## src/rtl/gng_pkg.sv

```systemverilog
`default_nettype none
//==============================================================================
// Module      : gng_pkg
// Description : Shared widths, fixed-point constants, saturation limits and the
//               round/offset/saturate helper for the Gaussian noise scaler.
// Revision    : 1.0 - initial release
//==============================================================================
package gng_pkg;

  // Sample format s<16,11>, scale format u<16,12>
  localparam int SAMPLE_W   = 16;
  localparam int DATA_FRAC  = 11;
  localparam int SIGMA_FRAC = 12;

  // Full-precision product: s<16,11> * u<16,12> -> s<33,23>
  localparam int PROD_W     = SAMPLE_W + SAMPLE_W + 1;

  localparam logic [SAMPLE_W-1:0] SIGMA_ONE   = 16'h1000;
  localparam logic [SAMPLE_W-1:0] MU_ZERO     = 16'h0000;
  localparam logic [SAMPLE_W-1:0] SAT_POS     = 16'h7FFF;
  localparam logic [SAMPLE_W-1:0] SAT_NEG     = 16'h8000;
  localparam logic [SAMPLE_W-1:0] SAT_CNT_MAX = 16'hFFFF;

  typedef struct packed {
    logic [SAMPLE_W-1:0] data;
    logic                sat;
  } scaled_t;

  // Round the s<33,23> product to 11 fraction bits (half toward +inf),
  // add the offset and clamp to the 16-bit sample range.
  function automatic scaled_t round_add_sat(
    input logic signed [PROD_W-1:0]   prod,
    input logic        [SAMPLE_W-1:0] mu
  );
    logic signed [PROD_W:0] ext;
    logic signed [PROD_W:0] rounded;
    logic signed [PROD_W:0] mu_ext;
    logic signed [PROD_W:0] sum;
    scaled_t                res;
    ext     = {prod[PROD_W-1], prod};
    ext     = ext + (PROD_W+1)'(1 << (SIGMA_FRAC - 1));
    rounded = ext >>> SIGMA_FRAC;
    mu_ext  = {{(PROD_W+1-SAMPLE_W){mu[SAMPLE_W-1]}}, mu};
    sum     = rounded + mu_ext;
    if (sum > (PROD_W+1)'(32767)) begin
      res.data = SAT_POS;
      res.sat  = 1'b1;
    end else if (sum < -(PROD_W+1)'(32768)) begin
      res.data = SAT_NEG;
      res.sat  = 1'b1;
    end else begin
      res.data = sum[SAMPLE_W-1:0];
      res.sat  = 1'b0;
    end
    return res;
  endfunction

endpackage
`default_nettype wire

```

## src/rtl/gng_fifo.sv

```systemverilog
`default_nettype none
//==============================================================================
// Module      : gng_fifo
// Description : First-word-fall-through FIFO with occupancy count. Head data is
//               visible whenever the FIFO is non-empty and reads as zero when
//               empty. A write into a full FIFO is taken when a read happens in
//               the same cycle.
// Revision    : 1.0 - initial release
//==============================================================================
module gng_fifo
  import gng_pkg::*;
#(
  parameter int WIDTH = SAMPLE_W,
  parameter int DEPTH = 4
) (
  input  logic                       clk,
  input  logic                       rst,
  input  logic                       wr_en,
  input  logic [WIDTH-1:0]           wr_data,
  input  logic                       rd_en,
  output logic                       rd_valid,
  output logic [WIDTH-1:0]           rd_data,
  output logic [$clog2(DEPTH):0]     count
);

  localparam int AW = $clog2(DEPTH);
  localparam logic [AW:0] C_FULL = (AW+1)'(DEPTH);

  logic [WIDTH-1:0] r_mem [DEPTH];
  logic [AW-1:0]    r_wr_ptr;
  logic [AW-1:0]    r_rd_ptr;
  logic [AW:0]      r_count;
  logic             w_do_rd;
  logic             w_do_wr;

  assign w_do_rd  = rd_en && (r_count != '0);
  assign w_do_wr  = wr_en && ((r_count != C_FULL) || w_do_rd);
  assign rd_valid = (r_count != '0);
  assign rd_data  = (r_count != '0) ? r_mem[r_rd_ptr] : '0;
  assign count    = r_count;

  // Storage array; contents are only observable through a valid head
  always_ff @(posedge clk) begin
    if (w_do_wr) begin
      r_mem[r_wr_ptr] <= wr_data;
    end
  end

  // Pointers and occupancy
  always_ff @(posedge clk) begin
    if (rst) begin
      r_wr_ptr <= '0;
      r_rd_ptr <= '0;
      r_count  <= '0;
    end else begin
      if (w_do_wr) begin
        r_wr_ptr <= r_wr_ptr + AW'(1);
      end
      if (w_do_rd) begin
        r_rd_ptr <= r_rd_ptr + AW'(1);
      end
      case ({w_do_wr, w_do_rd})
        2'b10:   r_count <= r_count + (AW+1)'(1);
        2'b01:   r_count <= r_count - (AW+1)'(1);
        default: r_count <= r_count;
      endcase
    end
  end

endmodule
`default_nettype wire

```

## src/rtl/gng_scaler.sv

```systemverilog
`default_nettype none
//==============================================================================
// Module      : gng_scaler
// Description : Scales and offsets Gaussian noise samples:
//               out = sat16(round(gng_data * sigma >> 12) + mu).
//               Two pipeline stages (multiply, round/add/saturate) feed an FWFT
//               output FIFO; upstream is throttled through gng_ce so that no
//               sample is ever dropped.
//               Optional macro GNG_SCALER_SAT_CNT_EN adds the sat_count port.
// Revision    : 1.0 - initial release
//==============================================================================
module gng_scaler
  import gng_pkg::*;
#(
  parameter int FIFO_DEPTH = 4
) (
  input  logic        clk,
  input  logic        rst,
  output logic        gng_ce,
  input  logic        gng_valid,
  input  logic [15:0] gng_data,
  input  logic        cfg_load,
  input  logic [15:0] sigma,
  input  logic [15:0] mu,
  output logic        out_valid,
  input  logic        out_ready,
  output logic [15:0] out_data,
  output logic        sat_flag
`ifdef GNG_SCALER_SAT_CNT_EN
  ,
  output logic [15:0] sat_count
`endif
);

  localparam int AW    = $clog2(FIFO_DEPTH);
  localparam int CNT_W = AW + 2;

  // Shadow configuration
  logic [SAMPLE_W-1:0]      r_sigma_sh;
  logic [SAMPLE_W-1:0]      r_mu_sh;

  // Stage 1: product plus the offset captured with the sample
  logic                     r_v1;
  logic signed [PROD_W-1:0] r_prod1;
  logic [SAMPLE_W-1:0]      r_mu1;

  // Stage 2: finished sample
  logic                     r_v2;
  logic [SAMPLE_W-1:0]      r_data2;
  logic                     r_sat2;

  logic                     r_sat_flag;
  logic                     w_accept;
  logic signed [PROD_W-1:0] w_data_ext;
  logic signed [PROD_W-1:0] w_sigma_ext;
  logic signed [PROD_W-1:0] w_prod;
  scaled_t                  w_scaled;
  logic [AW:0]              w_fifo_count;
  logic [CNT_W-1:0]         w_outstanding;

  // Everything accepted but not yet delivered counts against the buffer
  assign w_outstanding = CNT_W'(w_fifo_count) + CNT_W'(r_v1) + CNT_W'(r_v2);
  assign gng_ce        = !rst && (w_outstanding <= CNT_W'(FIFO_DEPTH - 1));
  assign w_accept      = gng_ce && gng_valid;

  assign w_data_ext  = {{(PROD_W-SAMPLE_W){gng_data[SAMPLE_W-1]}}, gng_data};
  assign w_sigma_ext = {{(PROD_W-SAMPLE_W){1'b0}}, r_sigma_sh};
  assign w_prod      = w_data_ext * w_sigma_ext;
  assign w_scaled    = round_add_sat(r_prod1, r_mu1);
  assign sat_flag    = r_sat_flag;

  // Shadow registers; a sample accepted in the load cycle still sees old values
  always_ff @(posedge clk) begin
    if (rst) begin
      r_sigma_sh <= SIGMA_ONE;
      r_mu_sh    <= MU_ZERO;
    end else if (cfg_load) begin
      r_sigma_sh <= sigma;
      r_mu_sh    <= mu;
    end
  end

  // Stage 1: multiply
  always_ff @(posedge clk) begin
    if (rst) begin
      r_v1    <= 1'b0;
      r_prod1 <= '0;
      r_mu1   <= '0;
    end else begin
      r_v1 <= w_accept;
      if (w_accept) begin
        r_prod1 <= w_prod;
        r_mu1   <= r_mu_sh;
      end
    end
  end

  // Stage 2: round, add offset, saturate
  always_ff @(posedge clk) begin
    if (rst) begin
      r_v2    <= 1'b0;
      r_data2 <= '0;
      r_sat2  <= 1'b0;
    end else begin
      r_v2 <= r_v1;
      if (r_v1) begin
        r_data2 <= w_scaled.data;
        r_sat2  <= w_scaled.sat;
      end
    end
  end

  // Sticky saturation flag, raised as the saturated sample enters the buffer
  always_ff @(posedge clk) begin
    if (rst) begin
      r_sat_flag <= 1'b0;
    end else if (r_v2 && r_sat2) begin
      r_sat_flag <= 1'b1;
    end
  end

`ifdef GNG_SCALER_SAT_CNT_EN
  logic [SAMPLE_W-1:0] r_sat_cnt;

  // Saturating count of saturated samples
  always_ff @(posedge clk) begin
    if (rst) begin
      r_sat_cnt <= '0;
    end else if (r_v2 && r_sat2 && (r_sat_cnt != SAT_CNT_MAX)) begin
      r_sat_cnt <= r_sat_cnt + 16'd1;
    end
  end

  assign sat_count = r_sat_cnt;
`endif

  gng_fifo #(
    .WIDTH (SAMPLE_W),
    .DEPTH (FIFO_DEPTH)
  ) u_fifo (
    .clk      (clk),
    .rst      (rst),
    .wr_en    (r_v2),
    .wr_data  (r_data2),
    .rd_en    (out_ready),
    .rd_valid (out_valid),
    .rd_data  (out_data),
    .count    (w_fifo_count)
  );

endmodule
`default_nettype wire

```

## config.mk

```make
export PLATFORM = sky130hd
export DESIGN_NAME = gng_scaler
export DESIGN_NICKNAME = d
export VERILOG_FILES = /design/src/rtl/gng_pkg.sv /design/src/rtl/gng_fifo.sv /design/src/rtl/gng_scaler.sv
export SDC_FILE = /design/constraint.sdc
export NUM_CORES = 1
export LEC_CHECK = 0
export ABC_AREA = 1
export CORE_ASPECT_RATIO = 0.5
export CORE_MARGIN = 2
export CORE_UTILIZATION = 35
export DETAILED_ROUTE_END_ITERATION = 10
export GPL_ROUTABILITY_DRIVEN = 1
export HOLD_SLACK_MARGIN = 0.03
export SYNTH_ARGS = -nofsm -noshare
export SYNTH_HDL_FRONTEND = slang
export SYNTH_HIERARCHICAL = 1
export SYNTH_SLANG_ARGS = --single-unit
```

## constraint.sdc

```tcl
create_clock -name clk -period 9.8 [get_ports clk]
set_clock_uncertainty 0.2 [all_clocks]
set_input_delay 1.47 -clock clk [delete_from_list [all_inputs] [get_ports clk]]
set_output_delay 1.47 -clock clk [all_outputs]
set_load 0.005 [all_outputs]
```

==> results of run 1 <==
## through the flow
step	hold WS, ns	util, %	power [mW]	std cells
6_report	0.244	38.8	4.45	2989
5_1_grt	0.286	38.8	4.96	2989
4_1_cts	0.252	38.8	4.47	2989
3_5_place_dp	0.239	37.6	3.76	2957
3_3_place_gp	0.243	37.6	3.75	2957
2_1_floorplan	0.221	-	2.98	2314
## final cells by class
class	instances	area, um^2
Multi-Input combinational cell	1545	11400
Timing Repair Buffer	80	778
Clock inverter	14	169
Clock buffer	18	429
Tap cell	660	826
Inverter	509	1910
Fill cell	5192	30500
Sequential cell	163	3900
## cells by family after synthesis
group	after synthesis	share of synthesized area, %
compound gates	271	8.16
xor+xnor	36	1.79
fa+ha+maj	342	32.7
buf+inv	606	13.2
flops	163	22.2
simple gates	896	22.0
## registers in the layout, summed over array words and instances, names as in the netlist, named ones only
name,count
u_fifo/r_wr_ptr,2
r_v1,1
u_fifo/r_mem,64
sat_flag,1
u_fifo/count,3
r_prod1,22
r_mu1,16
r_v2,1
u_fifo/r_rd_ptr,2
r_sat2,1
r_mu_sh,16
r_data2,16
r_sigma_sh,16
## final timing paths
path / startpoint / to / slack [ns] / depth (start not counted)
hold / removal: r_mu_sh[13] / r_mu1[13] / 0.24 / 2
setup reg to reg: r_sigma_sh[7] / r_prod1[31] / 3.44 / 22
setup / recovery: gng_data[15] / r_prod1[24] / 2.33 / 22
hold reg to reg: r_mu_sh[13] / r_mu1[13] / 0.24 / 2
## power by group
part	internal [mW]	leakage (nW)	total, mW	switching [mW]
logic	1.03	8.49	2.90	1.87
registers	0.777	1.41	0.870	0.0926
clock network	0.384	0.295	0.682	0.298
total	2.19	10.2	4.45	2.26
## layout by cell type (no fill, tap or decap), types with 7 or more instances in the layout
| master | synthesis | routed |
|---|---|---|
| edfxtp_1 | 64 | 64 |
| or2_2 | 9 | 9 |
| o21bai_1 | 7 | 7 |
| nand2_2 | 25 | 25 |
| inv_1 | 503 | 502 |
| dfxtp_1 | 99 | 99 |
| o21ai_1 | 29 | 29 |
| inv_2 | 6 | 7 |
| clkdlybuf4s50_1 | 0 | 71 |
| xor2_1 | 23 | 23 |
| nand2_1 | 482 | 482 |
| buf_4 | 4 | 9 |
| ha_1 | 147 | 147 |
| nor2_2 | 12 | 16 |
| clkbuf_16 | 0 | 17 |
| a21oi_1 | 115 | 115 |
| xnor2_1 | 13 | 13 |
| o21ai_0 | 97 | 97 |
| nand3_2 | 12 | 12 |
| nand4_1 | 14 | 14 |
| nor2_1 | 236 | 232 |
| nand3_1 | 70 | 70 |
| fa_1 | 195 | 195 |
## critical path: stages
cell,delay [ns]
clkdlybuf4s50_1,0.58
inv_1,0.33
or2_2,0.41
fa_1,0.54
inv_1,0.05
fa_1,0.52
inv_1,0.05
fa_1,0.52
inv_1,0.05
fa_1,0.52
fa_1,0.49
ha_1,0.31
ha_1,0.42
nand2_1,0.11
nor2_1,0.16
inv_1,0.09
nor3_1,0.39
nand3_1,0.21
a31o_2,0.24
nand3_1,0.09
nand2_1,0.06
inv_1,0.04
## per-layer routing
metal | wire length, um | global-route usage [%] | vias up
met1 | 20100 | 23.2 | 6701
met4 | 603 | 3.91 | 0
li1 | - | - | 7035
met2 | 20400 | 30.7 | 316
met5 | 0 | 0 | -
met3 | 2200 | 2.25 | 45
==> impl_metrics.env, run 1 <==
export IMPL_fin_area_um2=19400
export IMPL_io_pin_count=72
export IMPL_rsz0062_at_grt="no"
export IMPL_period_needed_ns=7.47
export IMPL_drc=0
export IMPL_worstPathRequired_ns=10.00
export IMPL_antenna_found_initial=0
export IMPL_fmax_mhz=134
export IMPL_cts_buffers=17
export IMPL_worstMarginPinSlew_ns=0.997
export IMPL_synth_top_flop_cell="dfxtp_1"
export IMPL_synth_top_area_share_pct=22.2
export IMPL_io_buffers=71
export IMPL_ctsResizeCount=0
export IMPL_critPathKind="in -> reg"
export IMPL_ys_warnings_count=6
export IMPL_diodes=0
export IMPL_p_per_area_nw_per_um2=230
export IMPL_htreeDepth=4
export IMPL_ir_drop_v=0.000158
export IMPL_drive_gt1_share_pct=5.84
export IMPL_final_max_slew_viol_count=0
export IMPL_grt_pass1_wl_um=73500
export IMPL_slew_limit_headroom_pct=33.4
export IMPL_place_area_um2=18800
export IMPL_ys_top_cells_by_area="fa_1 (22%), dfxtp_1 (11%), edfxtp_1 (11%)"
export IMPL_gp_congestion=0.935
export IMPL_die_w_um=321
export IMPL_yosysMostFrequentCell="inv_1"
export IMPL_max_cap_violations=0
export IMPL_ys_seq_area_share_pct=22.2
export IMPL_critPathLaunchType="input port"
export IMPL_grt_overflow=0
export IMPL_wl_per_cell_um=14.5
export IMPL_start_util_pct=35.2
export IMPL_clock_sinks=163
export IMPL_final_hold_viol_count=0
export IMPL_cts_setup_buffers=0
export IMPL_finalWirelength_um=43300
export IMPL_leakagePower_nw=10.2
export IMPL_syn_area_per_cell_um2=7.60
export IMPL_grt_max_degree=47
export IMPL_synth_cells=2314
export IMPL_layout_setup_ws_ns=2.33
export IMPL_clk_latency_ns=0.44
export IMPL_setup_viol=0
export IMPL_syn_area_um2=17600
export IMPL_synth_largest_area_cell="fa_1"
export IMPL_rows=58
export IMPL_avgViaCountPerCell=4.72
export IMPL_ys_ff_latch=163
export IMPL_outcome="complete, no violations"
export IMPL_hold_class="reg -> reg"
export IMPL_drt_pass1_iter_count=5
export IMPL_setup_tns_ns=0
export IMPL_grt_pass1_vias=14583
export IMPL_period_share_pct=76.2
export IMPL_postCtsHoldBufs=0
export IMPL_num_nets_final=2711
export IMPL_cts_max_path_buffers=2
export IMPL_cp_end_kind="flop"
export IMPL_cp_max_fo=16
export IMPL_pre_cts_ws_ns=1.88
export IMPL_die_h_um=162
export IMPL_path_clk_slew_ns=0.07
export IMPL_fp_dieArea_um2=52200
export IMPL_synth_edf_count=64
export IMPL_synth_nets=2709
export IMPL_cts_root_buf="clkbuf_16"
export IMPL_syn_to_final_growth_pct=10.3
export IMPL_gr_usage_all_layers_pct=17.5
export IMPL_cts_tree="done"
export IMPL_cp_arrival_ns=7.66
export IMPL_async_reset_ff_share_pct=0
export IMPL_drt_iter0_drc=750
export IMPL_synthDistinctLibCells=49
export IMPL_vias=14097
export IMPL_core_um2=49900
export IMPL_ys_top_cells_by_count="inv_1 (503), nand2_1 (482), nor2_1 (236)"
export IMPL_ant_nets=0
export IMPL_hpwl_um=34300
No activity file was read; power rests on OpenSTA's default activity.
==> run 2: changes to the inputs <==
==> constraint.sdc (replaced) <==
create_clock -name clk -period 7.6 [get_ports clk]
set_clock_uncertainty 0.2 [all_clocks]
set_input_delay 1.14 -clock clk [delete_from_list [all_inputs] [get_ports clk]]
set_output_delay 1.14 -clock clk [all_outputs]
set_load 0.005 [all_outputs]
==> run 2 against run 1 <==
Die area is the same. Via count shrank 0.33%. Register-to-register slack lost 2.2 ns. Global-route usage shrank 0.16 points.
==> impl_metrics.env, run 2 (synthesized netlist as in run 1, its figures left out) <==
export IMPL_crit_cells=22
export IMPL_hold_class="reg -> reg"
export IMPL_worstMarginPinSlew_ns=1.17
export IMPL_setup_tns_ns=0
export IMPL_path_clk_slew_ns=0.07
export IMPL_cts_tree="done"
export IMPL_clk_latency_ns=0.44
export IMPL_num_nets_final=2728
export IMPL_cts_setup_buffers=0
export IMPL_largest_register="u_fifo/r_mem"
export IMPL_crit_slowest_cell="clkdlybuf4s50_1"
export IMPL_pwr_share_comb_pct=65.1
export IMPL_start_util_pct=35.2
export IMPL_min_to="r_mu1[6]"
export IMPL_wl_per_cell_um=14.2
export IMPL_io_pin_count=72
export IMPL_grt_pass1_vias=14438
export IMPL_worstHoldPathCells=2
export IMPL_grt_max_degree=75
export IMPL_drc=0
export IMPL_avgViaCountPerCell=4.67
export IMPL_r2r_start="r_sigma_sh[7]"
export IMPL_fmax_mhz=143
export IMPL_postCtsHoldBufs=0
export IMPL_final_common_cell="inv_1"
export IMPL_drt_pass1_iter_count=5
export IMPL_intPower_mw=2.85
export IMPL_gp_congestion=0.928
export IMPL_io_buffers=71
export IMPL_largestRegisters="u_fifo/r_mem (64), r_prod1 (22)"
export IMPL_ant_nets=0
export IMPL_final_hold_viol_count=0
export IMPL_cts_max_path_buffers=2
export IMPL_final_max_slew_viol_count=0
export IMPL_rows=58
export IMPL_path_cells="clkdlybuf4s50_1, inv_1, or2_2, fa_1, inv_1, fa_1, inv_1, fa_1, inv_1, fa_1, fa_1, ha_1, ha_1, nand2_1, nor2_1, inv_1, nor3_1, nand3_1, a31o_2, nand3_1, nand2_1, inv_1"
export IMPL_clock_sinks=163
export IMPL_period_share_pct=91.8
export IMPL_ir_drop_v=0.000194
export IMPL_gr_usage_all_layers_pct=17.4
export IMPL_period_needed_ns=6.98
export IMPL_largest_reg_flops=64
export IMPL_cp_max_fo=10
export IMPL_vias=14051
export IMPL_max_cap_violations=0
export IMPL_cpMostUsedCell="inv_1"
export IMPL_crit_family="adder cells"
export IMPL_max_stage_delay_ns=0.59
export IMPL_final_cell_mix="inv_1 (502), nand2_1 (482), nor2_1 (232)"
export IMPL_diodes=0
export IMPL_worst_path_buf_inv=7
export IMPL_r2r_end="r_prod1[32]"
export IMPL_netSwitchingFraction_pct=50.2
export IMPL_grt_pass1_wl_um=72700
export IMPL_grt_overflow=0
export IMPL_cp_arrival_ns=7.16
export IMPL_die_w_um=321
export IMPL_reg2reg_depth=21
export IMPL_finalWirelength_um=42800
export IMPL_hpwl_um=34100
export IMPL_ctsResizeCount=0
export IMPL_outcome="complete, no violations"
export IMPL_min_from="r_mu_sh[6]"
export IMPL_p_clk_share_pct=15.4
export IMPL_cts_root_buf="clkbuf_16"
export IMPL_rsz0062_at_grt="no"
export IMPL_drive_gt1_share_pct=6.52
export IMPL_die_h_um=162
export IMPL_cp_end_kind="flop"
export IMPL_syn_to_final_growth_pct=11.0
export IMPL_worst_r2r_setup_slack_ns=1.25
export IMPL_p_per_area_nw_per_um2=293
export IMPL_total_power_mw=5.73
export IMPL_p_switching_mw=2.87
export IMPL_leakagePower_nw=10.3
export IMPL_critPathLaunchType="input port"
export IMPL_worstPathRequired_ns=7.78
export IMPL_cts_buffers=17
export IMPL_critPathKind="in -> reg"
export IMPL_slew_limit_headroom_pct=21.7
export IMPL_htreeDepth=4
export IMPL_fp_dieArea_um2=52200
export IMPL_drt_iter0_drc=834
export IMPL_setup_viol=0
export IMPL_antenna_found_initial=0
export IMPL_sequentialPowerShare_pct=19.6
export IMPL_core_um2=49900
==> run 2: how the worst max path moves through the flow <==
stage                 start          end  slack [ns]
2_1_floorplan  gng_data[12]  r_prod1[32]        1.03
3_3_place_gp   gng_data[15]  r_prod1[24]        0.20
3_5_place_dp   gng_data[15]  r_prod1[24]        0.17
4_1_cts        gng_data[15]  r_prod1[24]        0.62
5_1_grt        gng_data[15]  r_prod1[32]        0.26
6_report       gng_data[15]  r_prod1[24]        0.62
==> run 2: tightest hold or removal path, stage by stage (launching register included) <==
cell     delay [ns]
dfxtp_1        0.31
nand2_1        0.06
nand2_1        0.04
==> run 2: per-layer routing <==
layer  wire, um  track usage (%)
met2      20300             30.0
met3       1970             2.35
met5          0                0
met4        606             3.70
met1      19900             23.3
==> run 2: cell type report <==
cell class | count | area, um^2
clock buffers | 17 | 425
fillers | 5180 | 30400
flip-flops and latches | 163 | 3900
well taps | 660 | 826
clock inverters | 15 | 170
repair buffers | 97 | 906
multi-input cells | 1545 | 11400
inverters | 509 | 1910
==> run 2: through the flow <==
step,utilization [%],worst slack (ns),std cells,hold WS (ns),area [um^2]
floorplan,-,1.03,2314,0.221,17600
global placement,37.9,0.198,2974,0.244,18900
detailed placement,37.9,0.173,2974,0.246,18900
CTS,39.1,0.623,3006,0.259,19500
global route,39.1,0.256,3006,0.278,19500
finish,39.1,0.623,3006,0.251,19500
==> run 2: power groups by stage <==
| stage | Sequential [mW] | Combinational, mW | Clock (mW) |
|---|---|---|---|
| 2_1_floorplan | 1.08 | 2.77 | 0 |
| 3_3_place_gp | 1.14 | 3.72 | 0 |
| 3_5_place_dp | 1.14 | 3.71 | 0 |
| 4_1_cts | 1.12 | 3.75 | 0.899 |
| 5_1_grt | 1.13 | 4.35 | 0.937 |
| 6_report | 1.12 | 3.73 | 0.879 |
==> run 3: changes to the inputs <==
--- a/config.mk
+++ b/config.mk
@@ -7,7 +7,7 @@
 export LEC_CHECK = 0
 export ABC_AREA = 1
 export CORE_ASPECT_RATIO = 0.5
-export CORE_MARGIN = 2
+export CORE_MARGIN = 1.5
 export CORE_UTILIZATION = 35
 export DETAILED_ROUTE_END_ITERATION = 10
 export GPL_ROUTABILITY_DRIVEN = 1
@@ -16,3 +16,4 @@
 export SYNTH_HDL_FRONTEND = slang
 export SYNTH_HIERARCHICAL = 1
 export SYNTH_SLANG_ARGS = --single-unit
+export TNS_END_PERCENT = 5
==> run 3 against run 2 <==
Register-to-register slack worse by 0.03 ns. Die area down 0.93%. Global-route usage is 0.49 points lower. Hold slack barely moved. Non-clock buffer count increased by 2. Routed wire length is 1.2% lower. Via count increased by 0.51%. Sequential power about the same. Fmax down 2.7%. Sequential share of layout area unchanged.
==> impl_metrics.env, run 3 (synthesized netlist as in run 1, its figures left out) <==
export IMPL_postCtsHoldBufs=0
export IMPL_final_cell_mix="inv_1 (502), nand2_1 (482), nor2_1 (232)"
export IMPL_cp_arrival_ns=7.36
export IMPL_clock_sinks=163
export IMPL_grt_pass1_wl_um=70800
export IMPL_num_nets_final=2730
export IMPL_cts_root_buf="clkbuf_16"
export IMPL_pre_cts_ws_ns=-0.0349
export IMPL_final_hold_viol_count=0
export IMPL_outcome="complete, no violations"
export IMPL_worstMarginPinSlew_ns=0.997
export IMPL_path_clk_slew_ns=0.07
export IMPL_crit_slowest_cell="clkdlybuf4s50_1"
export IMPL_gp_congestion=0.897
export IMPL_layout_filler_cells=5072
export IMPL_clk_latency_ns=0.43
export IMPL_utilization_pct=39.8
export IMPL_grt_pass1_vias=14292
export IMPL_vias=14122
export IMPL_finalWirelength_um=42300
export IMPL_cts_max_path_buffers=2
export IMPL_drc=0
export IMPL_cp_max_fo=16
export IMPL_worst_r2r_setup_slack_ns=1.22
export IMPL_cts_setup_buffers=0
export IMPL_period_needed_ns=7.17
export IMPL_worst_path_buf_inv=7
export IMPL_hpwl_um=33800
export IMPL_hold_class="reg -> reg"
export IMPL_worstPathRequired_ns=7.79
export IMPL_max_stage_delay_ns=0.61
export IMPL_htreeDepth=4
export IMPL_p_per_area_nw_per_um2=293
export IMPL_max_cap_violations=0
export IMPL_slew_limit_headroom_pct=33.3
export IMPL_ant_nets=0
export IMPL_io_buffers=71
export IMPL_diodes=0
export IMPL_critPathKind="in -> reg"
export IMPL_rsz0062_at_grt="no"
export IMPL_reg2reg_depth=21
export IMPL_crit_family="adder cells"
export IMPL_die_h_um=161
export IMPL_layout_setup_ws_ns=0.429
export IMPL_period_share_pct=94.4
export IMPL_r2r_start="r_sigma_sh[8]"
export IMPL_ctsResizeCount=0
export IMPL_crit_cells=22
export IMPL_drt_pass1_iter_count=7
export IMPL_start_util_pct=35.8
export IMPL_largest_reg_flops=64
export IMPL_grt_overflow=0
export IMPL_wl_per_cell_um=14.1
export IMPL_grt_max_degree=60
export IMPL_multi_input_area_um2=11400
export IMPL_drt_iter0_drc=770
export IMPL_regArea_um2=3900
export IMPL_leakagePower_nw=10.3
export IMPL_avgViaCountPerCell=4.71
export IMPL_cpMostUsedCell="inv_1"
export IMPL_io_pin_count=72
export IMPL_cp_end_kind="flop"
export IMPL_die_w_um=320
export IMPL_setup_viol=0
export IMPL_largestRegisters="u_fifo/r_mem (64), r_prod1 (22)"
export IMPL_rows=57
export IMPL_r2r_end="r_prod1[32]"
export IMPL_path_cells="clkdlybuf4s50_1, inv_1, or2_2, fa_1, inv_1, fa_1, inv_1, fa_1, inv_1, fa_1, fa_1, ha_1, ha_1, nand2_1, nor2_1, inv_1, nor3_1, nand3_1, a31o_2, nand3_1, nand2_1, inv_1"
export IMPL_antenna_found_initial=1
export IMPL_fp_dieArea_um2=51700
export IMPL_syn_to_final_growth_pct=11.0
export IMPL_final_max_slew_viol_count=0
export IMPL_fmax_mhz=139
export IMPL_endpoint="r_prod1[24]"
export IMPL_largest_register="u_fifo/r_mem"
export IMPL_final_common_cell="inv_1"
export IMPL_fin_hold_ws_ns=0.251
export IMPL_cts_tree="done"
export IMPL_critPathLaunchType="input port"
export IMPL_gr_usage_all_layers_pct=16.9
export IMPL_startpoint="gng_data[15]"
export IMPL_drive_gt1_share_pct=6.56
export IMPL_total_power_mw=5.71
export IMPL_cts_buffers=17
export IMPL_ir_drop_v=0.000221
export IMPL_core_um2=49100
run 3: changes by cell type in the layout (fill, tap and decap cells not counted):
cell,previous run,this run
inv_6,5,4
clkinv_2,2,0
clkinvlp_4,0,3
clkinv_8,1,0
buf_4,26,27
clkbuf_1,0,1
clkinv_4,1,3
buf_12,0,1
inv_8,2,0
run 3: how the worst min path moves through the flow:
stage / cells after the start / slack [ns] / start / end
floorplan: 2 / 0.22 / r_mu_sh[0] / r_mu1[0]
global placement: 2 / 0.25 / r_mu_sh[2] / r_mu1[2]
detailed placement: 2 / 0.25 / r_mu_sh[10] / r_mu1[10]
CTS: 2 / 0.25 / r_mu_sh[10] / r_mu1[10]
global route: 2 / 0.28 / r_mu_sh[10] / r_mu1[10]
finish: 2 / 0.25 / r_mu_sh[13] / r_mu1[13]
run 3: power breakdown:
part,internal [mW],total [mW],switching [mW]
combinational,1.35,3.74,2.38
sequential,1.00,1.11,0.113
clock,0.487,0.860,0.373
total,2.84,5.71,2.87
run 3: metal layers:
metal  vias to the layer above  wire, um  track usage (%)  share of wire [%]
met4                         2       488             3.77                1.2
met2                       245     20300             29.9                 48
li1                       7072         -                -                  -
met1                      6764     20100             22.1                 48
met5                         -        13                0              0.031
met3                        39      1410             1.97                3.3
run 3: worst register-to-register path, cell delays in order (launching register included):
cell and delay, ns:
dfxtp_1 0.94, nand2_1 0.19, fa_1 0.56, inv_1 0.05
fa_1 0.47, fa_1 0.52, fa_1 0.52, fa_1 0.56
inv_1 0.06, fa_1 0.52, inv_1 0.04, ha_1 0.36
a21oi_1 0.29, o21ai_0 0.22, nand2_1 0.10, nand2_1 0.09
a21oi_1 0.15, nand2_1 0.08, or2_2 0.27, nand3_1 0.07
nand2_1 0.06, inv_1 0.04
run 3: area by class of cell:
| type | instances | area share, % |
|---|---|---|
| Sequential cell | 163 | 20.0 |
| Timing Repair Buffer | 99 | 4.78 |
| Multi-Input combinational cell | 1545 | 58.3 |
| Clock inverter | 14 | 0.782 |
| Clock buffer | 18 | 2.20 |
| Tap cell | 649 | 4.16 |
| Inverter | 509 | 9.79 |
run 3: stage by stage:
| stage | TNS (ns) | cells | cell area [um^2] |
|---|---|---|---|
| floorplan | 0 | 2314 | 17600 |
| global placement | -0.0866 | 2965 | 18900 |
| detailed placement | -0.0349 | 2965 | 18900 |
| CTS | 0 | 2997 | 19500 |
| global route | 0 | 2997 | 19500 |
| finish | 0 | 2997 | 19500 |
